## src/rtl/cgra_adder_pe_pkg.sv

```systemverilog
// -----------------------------------------------------------------------------
// cgra_pkg
// Shared definitions for the CGRA adder processing element:
//   CGRA_OP_W   - width of the operation select field
//   cgra_op_e   - operation encoding (ADD, SUB, accumulate, clear)
//   add_ovf     - signed overflow rule for an addition, from sign bits
//   sub_ovf     - signed overflow rule for a subtraction, from sign bits
// -----------------------------------------------------------------------------
package cgra_pkg;

    localparam int CGRA_OP_W = 2;

    typedef enum logic [CGRA_OP_W-1:0] {
        OP_ADD = 2'd0,
        OP_SUB = 2'd1,
        OP_ACC = 2'd2,
        OP_CLR = 2'd3
    } cgra_op_e;

    // Addition overflows when both operands share a sign the result lacks.
    function automatic logic add_ovf(input logic sign_a, input logic sign_b,
                                     input logic sign_r);
        return (sign_a == sign_b) && (sign_r != sign_a);
    endfunction

    // Subtraction overflows when operand signs differ and the result sign
    // differs from the minuend.
    function automatic logic sub_ovf(input logic sign_a, input logic sign_b,
                                     input logic sign_r);
        return (sign_a != sign_b) && (sign_r != sign_a);
    endfunction

endpackage

```

## src/rtl/cgra_pipe_stage.sv

```systemverilog
// -----------------------------------------------------------------------------
// cgra_pipe_stage
// One stallable pipeline register: a valid bit plus a payload word, loaded
// whenever the pipeline advances and held otherwise. Bubbles are carried like
// beats so the whole pipeline keeps its shape under stall.
// Ports:
//   clk, reset            - rising-edge clock, synchronous active-high reset
//   en                    - pipeline advance
//   in_valid, in_payload  - previous stage
//   out_valid, out_payload- registered stage contents
// -----------------------------------------------------------------------------
module cgra_pipe_stage #(
    parameter int W = 18
) (
    input  logic         clk,
    input  logic         reset,
    input  logic         en,
    input  logic         in_valid,
    input  logic [W-1:0] in_payload,
    output logic         out_valid,
    output logic [W-1:0] out_payload
);

    // Stage register: clear on reset, load on advance, otherwise hold.
    always_ff @(posedge clk) begin
        if (reset) begin
            out_valid   <= 1'b0;
            out_payload <= '0;
        end else if (en) begin
            out_valid   <= in_valid;
            out_payload <= in_payload;
        end
    end

endmodule

```

## src/rtl/cgra_adder_pe.sv

```systemverilog
// -----------------------------------------------------------------------------
// cgra_adder_pe
// Pipelined adder processing element for the CGRA tile datapath. Performs
// ADD, SUB, accumulate (ACC) and accumulator clear (CLR) with carry/borrow and
// signed-overflow flags, behind a valid/ready handshake on both sides.
// Ports:
//   clk, reset        - rising-edge clock, synchronous active-high reset
//   on_off            - PE enable; low blocks new accepts, pipeline still drains
//   op                - operation (cgra_op_e), sampled with the operands
//   in_valid/in_ready - operand handshake; in_ready depends only on on_off,
//                       out_valid and out_ready
//   a, b              - operands (b unused for ACC and CLR)
//   out_valid/out_ready - result handshake
//   c, carry_out, overflow - registered result and flags
//   busy              - any beat in flight
// Parameters:
//   WIDTH   - operand/result width (>= 2)
//   LATENCY - accept-to-result depth in cycles (1..4)
// -----------------------------------------------------------------------------
module cgra_adder_pe
    import cgra_pkg::*;
#(
    parameter int WIDTH   = 16,
    parameter int LATENCY = 2
) (
    input  logic                 clk,
    input  logic                 reset,
    input  logic                 on_off,
    input  logic [CGRA_OP_W-1:0] op,
    input  logic                 in_valid,
    output logic                 in_ready,
    input  logic [WIDTH-1:0]     a,
    input  logic [WIDTH-1:0]     b,
    output logic                 out_valid,
    input  logic                 out_ready,
    output logic [WIDTH-1:0]     c,
    output logic                 carry_out,
    output logic                 overflow,
    output logic                 busy
);

    // Payload layout: {overflow, carry_out, c}
    localparam int PW = WIDTH + 2;

    logic             advance_s;
    logic             accept_s;
    logic [WIDTH:0]   sum_s;
    logic [WIDTH-1:0] res_s;
    logic             carry_s;
    logic             ovf_s;
    logic [WIDTH-1:0] acc_next_s;
    logic             acc_we_s;
    logic [WIDTH-1:0] acc_r;
    logic             s1_valid_r;
    logic [PW-1:0]    s1_payload_r;
    logic             busy_s;

    logic             stg_valid_s   [LATENCY];
    logic [PW-1:0]    stg_payload_s [LATENCY];

    // The whole pipeline moves as one: it advances whenever the output slot
    // is empty or being consumed, bubbles included.
    assign advance_s = ~out_valid | out_ready;
    assign in_ready  = on_off & advance_s;
    assign accept_s  = in_valid & in_ready;

    // Operation datapath; the accumulator write is only committed on accept.
    always_comb begin
        sum_s      = '0;
        res_s      = '0;
        carry_s    = 1'b0;
        ovf_s      = 1'b0;
        acc_next_s = acc_r;
        acc_we_s   = 1'b0;
        case (cgra_op_e'(op))
            OP_ADD: begin
                sum_s   = {1'b0, a} + {1'b0, b};
                res_s   = sum_s[WIDTH-1:0];
                carry_s = sum_s[WIDTH];
                ovf_s   = add_ovf(a[WIDTH-1], b[WIDTH-1], sum_s[WIDTH-1]);
            end
            OP_SUB: begin
                // The extra top bit of a WIDTH+1 wide difference is the borrow.
                sum_s   = {1'b0, a} - {1'b0, b};
                res_s   = sum_s[WIDTH-1:0];
                carry_s = sum_s[WIDTH];
                ovf_s   = sub_ovf(a[WIDTH-1], b[WIDTH-1], sum_s[WIDTH-1]);
            end
            OP_ACC: begin
                sum_s      = {1'b0, acc_r} + {1'b0, a};
                res_s      = sum_s[WIDTH-1:0];
                carry_s    = sum_s[WIDTH];
                ovf_s      = add_ovf(acc_r[WIDTH-1], a[WIDTH-1], sum_s[WIDTH-1]);
                acc_next_s = sum_s[WIDTH-1:0];
                acc_we_s   = 1'b1;
            end
            OP_CLR: begin
                acc_next_s = '0;
                acc_we_s   = 1'b1;
            end
            default: begin
                acc_next_s = acc_r;
                acc_we_s   = 1'b0;
            end
        endcase
    end

    // Compute stage and accumulator; an advance without accept inserts a bubble.
    always_ff @(posedge clk) begin
        if (reset) begin
            s1_valid_r   <= 1'b0;
            s1_payload_r <= '0;
            acc_r        <= '0;
        end else begin
            if (advance_s) begin
                s1_valid_r <= accept_s;
                if (accept_s) begin
                    s1_payload_r <= {ovf_s, carry_s, res_s};
                end
            end
            if (accept_s && acc_we_s) begin
                acc_r <= acc_next_s;
            end
        end
    end

    assign stg_valid_s[0]   = s1_valid_r;
    assign stg_payload_s[0] = s1_payload_r;

    // Pure delay stages 2..LATENCY.
    for (genvar g = 1; g < LATENCY; g++) begin : g_delay
        cgra_pipe_stage #(
            .W (PW)
        ) u_stage (
            .clk         (clk),
            .reset       (reset),
            .en          (advance_s),
            .in_valid    (stg_valid_s[g-1]),
            .in_payload  (stg_payload_s[g-1]),
            .out_valid   (stg_valid_s[g]),
            .out_payload (stg_payload_s[g])
        );
    end

    // Busy when any stage holds a live beat.
    always_comb begin
        busy_s = 1'b0;
        for (int i = 0; i < LATENCY; i++) begin
            busy_s = busy_s | stg_valid_s[i];
        end
    end

    assign busy      = busy_s;
    assign out_valid = stg_valid_s[LATENCY-1];
    assign c         = stg_payload_s[LATENCY-1][WIDTH-1:0];
    assign carry_out = stg_payload_s[LATENCY-1][WIDTH];
    assign overflow  = stg_payload_s[LATENCY-1][WIDTH+1];

endmodule
```

## config.mk

```make
export PLATFORM = sky130hd
export DESIGN_NAME = cgra_adder_pe
export DESIGN_NICKNAME = d
export VERILOG_FILES = /design/src/rtl/cgra_adder_pe_pkg.sv /design/src/rtl/cgra_pipe_stage.sv /design/src/rtl/cgra_adder_pe.sv
export SDC_FILE = /design/constraint.sdc
export NUM_CORES = 1
export LEC_CHECK = 0
export ABC_CLOCK_PERIOD_IN_PS = 4470
export CORE_MARGIN = 5
export CORE_UTILIZATION = 45
export CTS_CLUSTER_SIZE = 28
export DETAILED_ROUTE_END_ITERATION = 12
export PLACE_DENSITY = 0.67
export SETUP_SLACK_MARGIN = 0.5
export SYNTH_ARGS = -nofsm -noshare
export SYNTH_HDL_FRONTEND = slang
export SYNTH_SLANG_ARGS = --single-unit
```

## constraint.sdc

```tcl
create_clock -name clk -period 4.47 [get_ports clk]
set_clock_uncertainty 0.1 [all_clocks]
set_input_delay 1.341 -clock clk [delete_from_list [all_inputs] [get_ports clk]]
set_output_delay 1.341 -clock clk [all_outputs]
set_load 0.005 [all_outputs]
```

==> run metrics <==
outcome=finished, final reports clean; simple-gate share of the synthesized area=between 20% and 30%; Placer Congestion=between 0.9 and 1; Detailed Route Iter0 Violations=roughly 240; Post-Syn Area=~0.0043 mm^2; Worst Max-Slew Pin Slew=around 1000 ps; initial antenna violation count=0; Slew headroom=30.8%; Reg-to-Reg Start=acc_r[0]$_SDFFE_PP0P_; WL/cell=between 15 and 20 um; period utilisation layout=a little under 90%; multiplexer share of the synthesized area=approximately 1.9%; CTS tree=yes; M1 GR Usage=about a third; crit path max fanout=3; clk_lat worst skew=310 ps; Seq/Total Area, Yosys=between 20% and 30%; met2 Use GR=33.3%; Tot GR Track Use=21.8%; Slew Limit Fails=0; cts bufs inserted=5; max-cap viol count=0; H-Tree Depth=2; area used by multi-input combinational logic=~0.0032 mm^2; DRT Wirelength=13.0 mm; compound-gate portion of the synthesized area=27.2%; peak supply drop=125 uV; Max Buffers Root-to-Sink=2; Worst Hold Launch=s1_payload_r[2]$_SDFFE_PP0P_; first-pass GRT wire length=between 20 and 25 mm; routed vias=about 4300; PortBufs=a little under 60; top cells by area, synth=dfxtp_1 25%, ha_1 14%, a21oi_1 7.7%, nand2_1 6.3%, nor2_1 4.7%; Setup crit start kind=input port; r2r worst-path depth=12; Root Driver=clkbuf_8; Initial Util=46.2%; Hold Path End=g_delay[1].u_stage.out_payload[2]$_SDFFE_PP0N_; fill cell count=~850; Synth Register Bits=54; PwrDens=roughly 230 mW/mm^2; die area=approximately 0.012 mm^2; Core ar.=just over 0.009 mm^2; DP Wirelength=roughly 9.7 mm; CP endpoint kind=flip-flop; worst path required time=between 4000 and 5000 ps; Synth Area in Adders=between 10% and 20%; Yosys top cell area share=between 20% and 30%; Worst-path clk slew=approximately 110 ps; Main synth FF type=dfxtp_1; post-layout worst setup margin=approximately 550 ps; number of synthesized flops with an enable pin=0; clk sinks=between 50 and 60; crit path time final=3920 ps; hold buffers post-CTS=0; Die Wd=107 um; area grow syn2layout=28.7%; leak pwr=~2.3 nW; via/cell ratio=5.63; Yosys top cell by area=dfxtp_1; Syn Nets=between 600 and 700; Worst EP arrival=roughly 4000 ps; reg2reg setup slack=1780 ps; share of cells above drive strength 1=roughly an eighth; Ant. Diodes=0; Synth Area in XOR/XNOR=4.51%; setup TNS=0 ps; Yosys warnings=0; Hold Path Depth=2; Syn Inst Count=around 570; synth unique cells=53; final setup vio count=0; GR Overflow Total=0; f_max=between 200 and 300 MHz; M3 GR Usage=4.26%; Die H=about 110 um; HP Class=flip-flop to flip-flop; gr busiest metal=met2; DR DRC count=0; Final Hold Viols=0; Final nets=roughly 730; Setup Crit Path Kind=input port to flip-flop; Commonest cells post-synth=72 x nand2_1, 66 x a21oi_1, 54 x dfxtp_1, 54 x nor2_1, 48 x ha_1; Reg-to-Reg End=acc_r[12]$_SDFFE_PP0P_; first-pass detailed-route iteration total=5; # IOs=60; largest family of logic cells by synthesized area=compound AO/OA/AOI/OAI gates; floorplan row count=35; top-count cell post-synth=nand2_1; largest net degree at the start of global routing=between 50 and 60; DP Worst Slack=around 36 ps; register area=0.00108 mm^2; async set-reset flop share out of synthesis=0%; RSZ-0062 raised after global routing=false; vias in the first global route=a little under 4000; remaining antenna violation count after routing=0; mean cell area of the mapped netlist=7.54 um^2
-- cell type report --
type	instances	share of cell area [%]
Clock inverter	2	0.250
Sequential cell	54	19.7
Multi-Input combinational cell	452	57.9
Timing Repair Buffer	91	15.6
Tap cell	129	2.94
Clock buffer	6	1.32
Inverter	34	2.32
-- routing by layer --
metal	part of all wire, %	routed length, um
met1	47	6090
met4	2.3	299
met5	0	0
met3	7.5	975
met2	43	5640
-- flip-flops by register name (all words and copies together), names as in the netlist --
signal / count
acc_r: 16
s1_payload_r: 18
g_delay.u_stage.out_payload: 18
g_delay.u_stage.out_valid: 1
s1_valid_r: 1
-- kinds of logic after synthesis --
kind of cell,Yosys count
buffers and inverters,60
AO/OA/AOI/OAI,179
multiplexers,8
flip-flops,54
adder cells (fa/ha/maj),51
AND/OR/NAND/NOR,192
XOR/XNOR,22
-- worst max-delay path, stage by stage --
cell	delay (ps)
dlygate4sd2_1	280
ha_2	200
or3_4	370
a2111oi_4	340
nor3_2	110
a221o_1	370
a221o_1	350
nor3b_1	140
a2111oi_1	390
a21oi_1	120
-- where the power goes --
| group | total (mW) | switching, mW | internal, mW |
|---|---|---|---|
| sequential | 0.512 | 0.0116 | 0.500 |
| clock | 0.283 | 0.171 | 0.111 |
| combinational | 0.446 | 0.244 | 0.202 |
-- metrics by stage --
step | hold WS [ps] | instance area [um^2] | total power [mW] | utilization [%] | cells
finish | 342 | 5500 | 1.24 | 59.5 | 768
global route | 370 | 5500 | 1.31 | 59.5 | 768
CTS | 341 | 5300 | 1.21 | 57.3 | 764
detailed placement | 344 | 5110 | 0.918 | 55.4 | 754
global placement | 337 | 5110 | 0.917 | 55.4 | 754
floorplan | 332 | 4270 | 0.770 | - | 566
-- what timing repair did --
item	in CTS	in global routing
endpoints found under the setup margin	9	9
pin swaps	10	20
resized for setup	21	38
setup buffers	2	4
-- worst max path at each step --
| stage | slack (ps) | startpoint | cells after the start | endpoint |
|---|---|---|---|---|
| floorplan | 740 | b[2] | 11 | s1_payload_r[16]$_SDFFE_PP0P_ |
| global placement | 70 | a[1] | 11 | s1_payload_r[12]$_SDFFE_PP0P_ |
| detailed placement | 40 | b[1] | 11 | s1_payload_r[15]$_SDFFE_PP0P_ |
| CTS | 490 | a[0] | 13 | s1_payload_r[12]$_SDFFE_PP0P_ |
| global route | 500 | a[6] | 10 | s1_payload_r[16]$_SDFFE_PP0P_ |
| finish | 550 | a[6] | 10 | s1_payload_r[16]$_SDFFE_PP0P_ |
-- cells in the final DEF (no fill, tap or decap), types with 13 or more instances in the layout --
cell type and instances:
nor2_1 53, dlymetal6s2s_1 13, o21ai_0 24, buf_4 31, clkdlybuf4s50_1 41, ha_1 40, dfxtp_1 54, nor3_1 13
nand2_1 72, inv_1 32, a21oi_1 62
Note: power is estimated with default switching activity, not from simulation.
